==> src/rtl/serial_rx_8_if.sv <==
// serial_rx_8_if: control, data and status bundle between serial_rx_8 and its upstream/consumer
interface serial_rx_8_if #(parameter int WIDTH = 8);
    logic                     Start;
    logic                     Serial_In;
    logic                     Bit_En;
    logic                     Data_Ack;
    logic [WIDTH-1:0]         Data_Out;
    logic                     Data_Valid;
    logic                     Busy;
    logic                     Overrun;
    logic [$clog2(WIDTH)-1:0] Bit_Count;
    modport master (
        output Start, Serial_In, Bit_En, Data_Ack,
        input  Data_Out, Data_Valid, Busy, Overrun, Bit_Count
    );
    modport slave (
        input  Start, Serial_In, Bit_En, Data_Ack,
        output Data_Out, Data_Valid, Busy, Overrun, Bit_Count
    );
endinterface

==> src/rtl/serial_rx_8.sv <==
// serial_rx_8: strobed serial-to-parallel receiver with a one-word holding register and sticky overrun
module serial_rx_8 #(
    parameter int WIDTH     = 8,
    parameter bit LSB_FIRST = 1'b1
) (
    input logic          Clk,
    input logic          Reset,
    serial_rx_8_if.slave bus
);
    localparam int CW = $clog2(WIDTH);
    localparam logic [CW-1:0] LAST = CW'(WIDTH - 1);
    typedef enum logic {IDLE, RECV} state_t;
    state_t           state, state_nxt;
    logic [WIDTH-1:0] shreg, shreg_nxt, data_q;
    logic [CW-1:0]    cnt;
    logic             valid_q, ovr_q, take, done;

    always_ff @(posedge Clk)
        state <= Reset ? IDLE : state_nxt;

    // Start outranks a coincident strobe in either state, so that bit is never taken
    always_comb begin
        take      = state == RECV && bus.Bit_En && !bus.Start;
        done      = take && cnt == LAST;
        shreg_nxt = LSB_FIRST ? {bus.Serial_In, shreg[WIDTH-1:1]} : {shreg[WIDTH-2:0], bus.Serial_In};
        state_nxt = bus.Start ? RECV : done ? IDLE : state;
    end

    always_comb begin
        bus.Busy       = state == RECV;
        bus.Data_Out   = data_q;
        bus.Data_Valid = valid_q;
        bus.Overrun    = ovr_q;
        bus.Bit_Count  = cnt;
    end

    always_ff @(posedge Clk) begin
        if (Reset) begin
            shreg   <= '0;
            cnt     <= '0;
            data_q  <= '0;
            valid_q <= 1'b0;
            ovr_q   <= 1'b0;
        end else begin
            if (bus.Start) begin
                shreg <= '0;
                cnt   <= '0;
            end else if (take) begin
                shreg <= shreg_nxt;
                cnt   <= done ? '0 : cnt + 1'b1;
            end
            // a same-cycle ack frees the holding register for the word completing now
            if (done && (!valid_q || bus.Data_Ack)) begin
                data_q  <= shreg_nxt;
                valid_q <= 1'b1;
            end else if (done)
                ovr_q <= 1'b1;
            else if (bus.Data_Ack)
                valid_q <= 1'b0;
        end
    end
endmodule

==> src/flat_wrapper.sv <==
// flat-port wrapper written by rule: the top's interface ports become plain ports
module serial_rx_8_flat 
#(
    parameter int WIDTH     = 8,
    parameter bit LSB_FIRST = 1'b1
)
  (Clk, Reset, bus_Start, bus_Serial_In, bus_Bit_En, bus_Data_Ack, bus_Data_Out, bus_Data_Valid, bus_Busy, bus_Overrun, bus_Bit_Count);
  serial_rx_8_if #(.WIDTH(WIDTH)) bus_i ();
  input logic Clk;
  input logic Reset;
  input wire logic [$bits(bus_i.Start)-1:0] bus_Start;
  input wire logic [$bits(bus_i.Serial_In)-1:0] bus_Serial_In;
  input wire logic [$bits(bus_i.Bit_En)-1:0] bus_Bit_En;
  input wire logic [$bits(bus_i.Data_Ack)-1:0] bus_Data_Ack;
  output wire logic [$bits(bus_i.Data_Out)-1:0] bus_Data_Out;
  output wire logic [$bits(bus_i.Data_Valid)-1:0] bus_Data_Valid;
  output wire logic [$bits(bus_i.Busy)-1:0] bus_Busy;
  output wire logic [$bits(bus_i.Overrun)-1:0] bus_Overrun;
  output wire logic [$bits(bus_i.Bit_Count)-1:0] bus_Bit_Count;
  assign bus_i.Start = bus_Start;
  assign bus_i.Serial_In = bus_Serial_In;
  assign bus_i.Bit_En = bus_Bit_En;
  assign bus_i.Data_Ack = bus_Data_Ack;
  assign bus_Data_Out = bus_i.Data_Out;
  assign bus_Data_Valid = bus_i.Data_Valid;
  assign bus_Busy = bus_i.Busy;
  assign bus_Overrun = bus_i.Overrun;
  assign bus_Bit_Count = bus_i.Bit_Count;
  serial_rx_8 #(.WIDTH(WIDTH), .LSB_FIRST(LSB_FIRST)) u_core (.Clk(Clk), .Reset(Reset), .bus(bus_i));
endmodule
==> config.mk <==
export PLATFORM = sky130hd
export DESIGN_NAME = serial_rx_8_flat
export DESIGN_NICKNAME = d
export VERILOG_FILES = /design/src/rtl/serial_rx_8_if.sv /design/src/rtl/serial_rx_8.sv /design/src/flat_wrapper.sv
export SDC_FILE = /design/constraint.sdc
export NUM_CORES = 1
export LEC_CHECK = 0
export CAP_MARGIN = 20
export CORE_MARGIN = 2
export CORE_UTILIZATION = 43
export DETAILED_ROUTE_END_ITERATION = 8
export PLACE_DENSITY_LB_ADDON = 0.1
export SLEW_MARGIN = 25
export SYNTH_ARGS = -nofsm -noshare
export SYNTH_HDL_FRONTEND = slang
export SYNTH_SLANG_ARGS = --single-unit
==> constraint.sdc <==
create_clock -name Clk -period 2.9 [get_ports Clk]
set_input_delay 0.435 -clock Clk [delete_from_list [all_inputs] [get_ports Clk]]
set_output_delay 0.435 -clock Clk [all_outputs]
set_load 0.02 [all_outputs]
# Yosys cells after proc, flatten, opt, wreduce, memory -nomap -nowiden
# Cells that the tools add are included.
# totals
in_bits	6
register_bits	22
word_cells	28
out_inout_bits	14
# classes
addsub	1
bitwise	1
reduce_logical	12
muxes	6
eq_ne	2
# ops
operator	n
two-way mux 1 bit	5
logical AND 1 bit	4
AND reduction 2 bit	2
nonzero test 2 bit	2
adder 3 x 1 -> 3 bit (second input constant)	1
== test 3 bit (second input constant)	1
two-way mux 3 bit	1
zero test 1 bit	2
inequality test 2 bit (second input constant)	1
OR reduction 2 bit	1
logical OR 1 bit	1
inverter 1 bit	1

# Logic depth before layout (Yosys ltp)
# logic_depth
word_depth	6
mapped_depth	6
depth_no_buf	5

# Worst setup path after synthesis
# No wires, ideal clock.
# synth_path
path_kind	register to register
startpoint	register u_core.cnt[0] (netlist: u_core.bus.Bit_Count[0])
endpoint	register u_core.data_q[0] (netlist: u_core.bus.Data_Out[0])
setup_time_ns	0.072
required_ns	2.828
period_less_slack_ns	1.486
path_stages_with_launch	7
setup_slack_ns	1.414
arrival_time_ns	1.414
n_path_buf	1
cell_sequence	dfxtp_1 ha_1 ha_1 nand4b_4 nor2b_4 buf_8 mux2i_1
# synth_via
elab_chain_len	3
# synth_rtl
item	line_no	source
start: declaration	serial_rx_8.sv:15	logic [CW-1:0] cnt;
start signal: assignment	serial_rx_8.sv:50	cnt <= done ? '0 : cnt + 1'b1;
== test 3 bit	serial_rx_8.sv:24	done = take && cnt == LAST;
logical AND 1 bit	serial_rx_8.sv:24	
logical AND 1 bit	serial_rx_8.sv:53	if (done && (!valid_q || bus.Data_Ack)) begin
end signal: assignment	serial_rx_8.sv:54	data_q <= shreg_nxt;
end: declaration	serial_rx_8.sv:14	logic [WIDTH-1:0] shreg, shreg_nxt, data_q;
# Every way passes these cells.
# A chain may end at the register's enable or synchronous reset.

# Worst setup path after layout
# layout_path
startpoint	register u_core.state (netlist: u_core.bus.Busy)
endpoint	output port bus_Busy
# layout_lines
item	line_no	source
start: declaration	serial_rx_8.sv:13	state_t state, state_nxt;
start signal: assignment	serial_rx_8.sv:19	state <= Reset ? IDLE : state_nxt;
end: declaration	flat_wrapper.sv:17	output wire logic [$bits(bus_i.Busy)-1:0] bus_Busy;
# No word-level cell between the ends.

==> results.py <==
metrics = {
    "worst_setup_path": {
        "reg2reg_depth": 5,
        "r2r_slack_ps": 1320,
        "required_ps": 2470,
        "crit_fanout": 5,
        "r2r_end": "u_core.bus.Data_Out[7]$_SDFFE_PP0P_",
        "startpoint": "u_core.bus.Busy$_SDFFE_PP0P_",
        "crit_path_end_kind": "output port",
        "crit_arrival_ps": 1380,
        "crit_path_max_incr_delay_ps": 640,
        "cpLargestDelayFamily": "buffers and inverters",
        "path_cells": "clkdlybuf4s50_1",
        "cp_slowest_cell": "clkdlybuf4s50_1",
        "critPathLaunchType": "register",
        "crit_type": "reg -> out",
        "timing.rr.start": "u_core.bus.Bit_Count[0]$_SDFFE_PP0P_",
        "crit_buf_inv": 1,
    },
    "clocking": {
        "hold_buffers": 0,
        "postCtsResizedCells": 0,
        "cts_root_buf": "clkbuf_4",
        "clock-sinks": 21,
        "htree_levels": 1,
        "cts_made_buffers": 3,
        "tritoncts": "yes",
        "cts_setup_buffers": 0,
        "clockBufferDepth": 2,
        "cts.clk_slew.worst_paths_ps": 110,
        "clkLatencyLatePin_ps": 300,
    },
    "floorplan": {
        "die_y_um": 50.4,
        "die_area_um2": 2540,
        "dieWidth_um": 50.4,
        "num_io_pins": 20,
        "design.core.area_um2": 2000,
        "start_util_pct": 46.3,
        "rows": 16,
    },
    "min_path": {
        "worstHoldPathType": "reg -> reg",
        "min_delay_path_depth": 1,
        "min_to": "u_core.bus.Overrun$_SDFFE_PP0P_",
        "hold_start": "u_core.bus.Overrun$_SDFFE_PP0P_",
    },
    "yosys": {
        "ys_seq_area_share_pct": 45.3,
        "netlist_area_um2": 927,
        "yosys_warnings": 0,
        "yosysTopAreaCell": "dfxtp_1",
        "synth_area_leaders": "dfxtp_1 45%, nand2b_1 11%, mux2i_1 9.7%, a21oi_2 8.5%, nand2_1 7.7%",
        "yosysTopAreaCellShare_pct": 45.3,
        "yosys_register_bits": 21,
        "syn_nets": 102,
        "netlist-cell-type-count": 19,
        "avgSynthCellArea_um2": 9.86,
        "synthCells": 94,
    },
    "timing": {
        "setup_viol": 0,
        "rsz0062_at_grt": "no",
        "period_share_pct": 62.7,
        "fmax_mhz": 550,
        "slew_headroom_pct": 63.6,
        "fin_skew_ps": 4.78,
        "tns_ps": 0,
        "maxSlewViolCount": 0,
        "fin_crit_ps": 1820,
        "hold_viol_final": 0,
        "worst_pin_slew_ps": 546,
    },
    "final_layout": {
        "drive_above_1_share_pct": 13.3,
        "final_common_cell": "dfxtp_1",
        "area_delta_synth_final_pct": 23.2,
        "num-fill-cells": 190,
        "diodes": 0,
        "nets": 122,
        "layout_common_cells": "21 x dfxtp_1, 19 x nand2_1, 19 x clkdlybuf4s50_1",
        "fin_area_um2": 1140,
    },
    "route": {
        "wl_per_cell_um": 11.0,
        "routed_via_density": 4.80,
        "vias": 672,
        "wl_um": 1550,
        "drc": 0,
        "ant_nets": 0,
        "dr.pass1.iters": 4,
        "drt_iter0_drc": 9,
    },
    "power": {
        "cellPowerDensity_nw_per_um2": 407,
        "power.total_w": 0.000465,
        "p_leak_nw": 0.382,
        "vdd_ir_drop_max_v": 0.000205,
    },
    "global_route": {
        "antenna_found_initial": 0,
        "grt_pass1_vias": 583,
        "gr-total-overflow": 0,
        "grt_usage_pct": 13.5,
        "grt_pass1_wl_um": 2610,
        "grt_max_degree": 21,
    },
    "placement": {
        "hpwl_um": 1070,
        "port_buffers": 19,
        "gp_congestion": 0.717,
        "place_area_um2": 1120,
    },
    "job": {
        "drv_cap": 0,
    },
    "run_status": {
        "outcome": "completed",
    },
}
[state kept, by name, indices dropped and copies added, names as in the netlist]
register               flops
u_core.bus.Data_Out        8
u_core.shreg               7
u_core.bus.Bit_Count       3
u_core.bus.Busy            1
u_core.bus.Data_Valid      1
u_core.bus.Overrun         1
[layout make-up]
class | count | area [µm²] | share of cell area, %
clock buffer | 4 | 26.3 | 2.30
sequential | 21 | 420 | 36.8
multi-input combinational | 68 | 464 | 40.6
tap | 27 | 33.8 | 2.96
timing repair buffer | 20 | 198 | 17.3
[synth_stat cells]
library cell / instances
dfxtp_1: 21
or2_1: 1
ha_1: 2
o21ba_1: 1
buf_6: 1
a21oi_2: 9
and2_1: 1
nor2b_4: 1
clkbuf_1: 1
nand2_1: 19
nand2b_1: 17
nor2_1: 4
nand4b_4: 1
mux2i_1: 9
buf_4: 1
a21oi_1: 2
buf_2: 1
nand3b_1: 1
buf_8: 1
[how the worst max path moves through the flow]
| stage | cells after the start | slack [ps] | end |
|---|---|---|---|
| final | 1 | 1080 | bus_Busy |
| after global routing | 1 | 1030 | bus_Busy |
| after CTS | 1 | 1070 | bus_Busy |
| after detailed placement | 4 | 1090 | u_core.bus.Bit_Count[0]$_SDFFE_PP0P_ |
| after global placement | 4 | 1110 | u_core.bus.Bit_Count[0]$_SDFFE_PP0P_ |
| after floorplan | 6 | 1410 | u_core.bus.Data_Out[0]$_SDFFE_PP0P_ |
[where the power goes]
part / total [W] / internal, W / switching (W)
Sequential: 0.000292 / 0.000290 / 0.00000223
Combinational: 0.0000325 / 0.0000159 / 0.0000165
Clock: 0.000141 / 0.0000536 / 0.0000870
[through the flow]
stage          util [%]  std cells  hold slack (ps)  worst slack, ps
5_1_grt            57.1        140              502             1030
3_3_place_gp       55.8        136              454             1110
4_1_cts            57.1        140              485             1070
2_1_floorplan         -         94              449             1410
3_5_place_dp       55.8        136              461             1090
6_report           57.1        140              480             1080
[logic make-up after synthesis]
| kind of cell | Yosys count | share of synthesized area, % |
|---|---|---|
| AO/OA/AOI/OAI | 12 | 10.7 |
| adder cells (fa/ha/maj) | 2 | 2.70 |
| buffers and inverters | 5 | 4.59 |
| flip-flops | 21 | 45.3 |
| multiplexers | 9 | 9.72 |
| AND/OR/NAND/NOR | 45 | 27.0 |
[metal layers]
layer	routed length, µm	up-vias	GRT usage (%)
li1	-	343	-
met1	751	317	17.9
met2	735	12	21.3
met3	57	0	2.98
met4	0	0	5.41
met5	0	-	0
(Power assumes the default switching activity.)
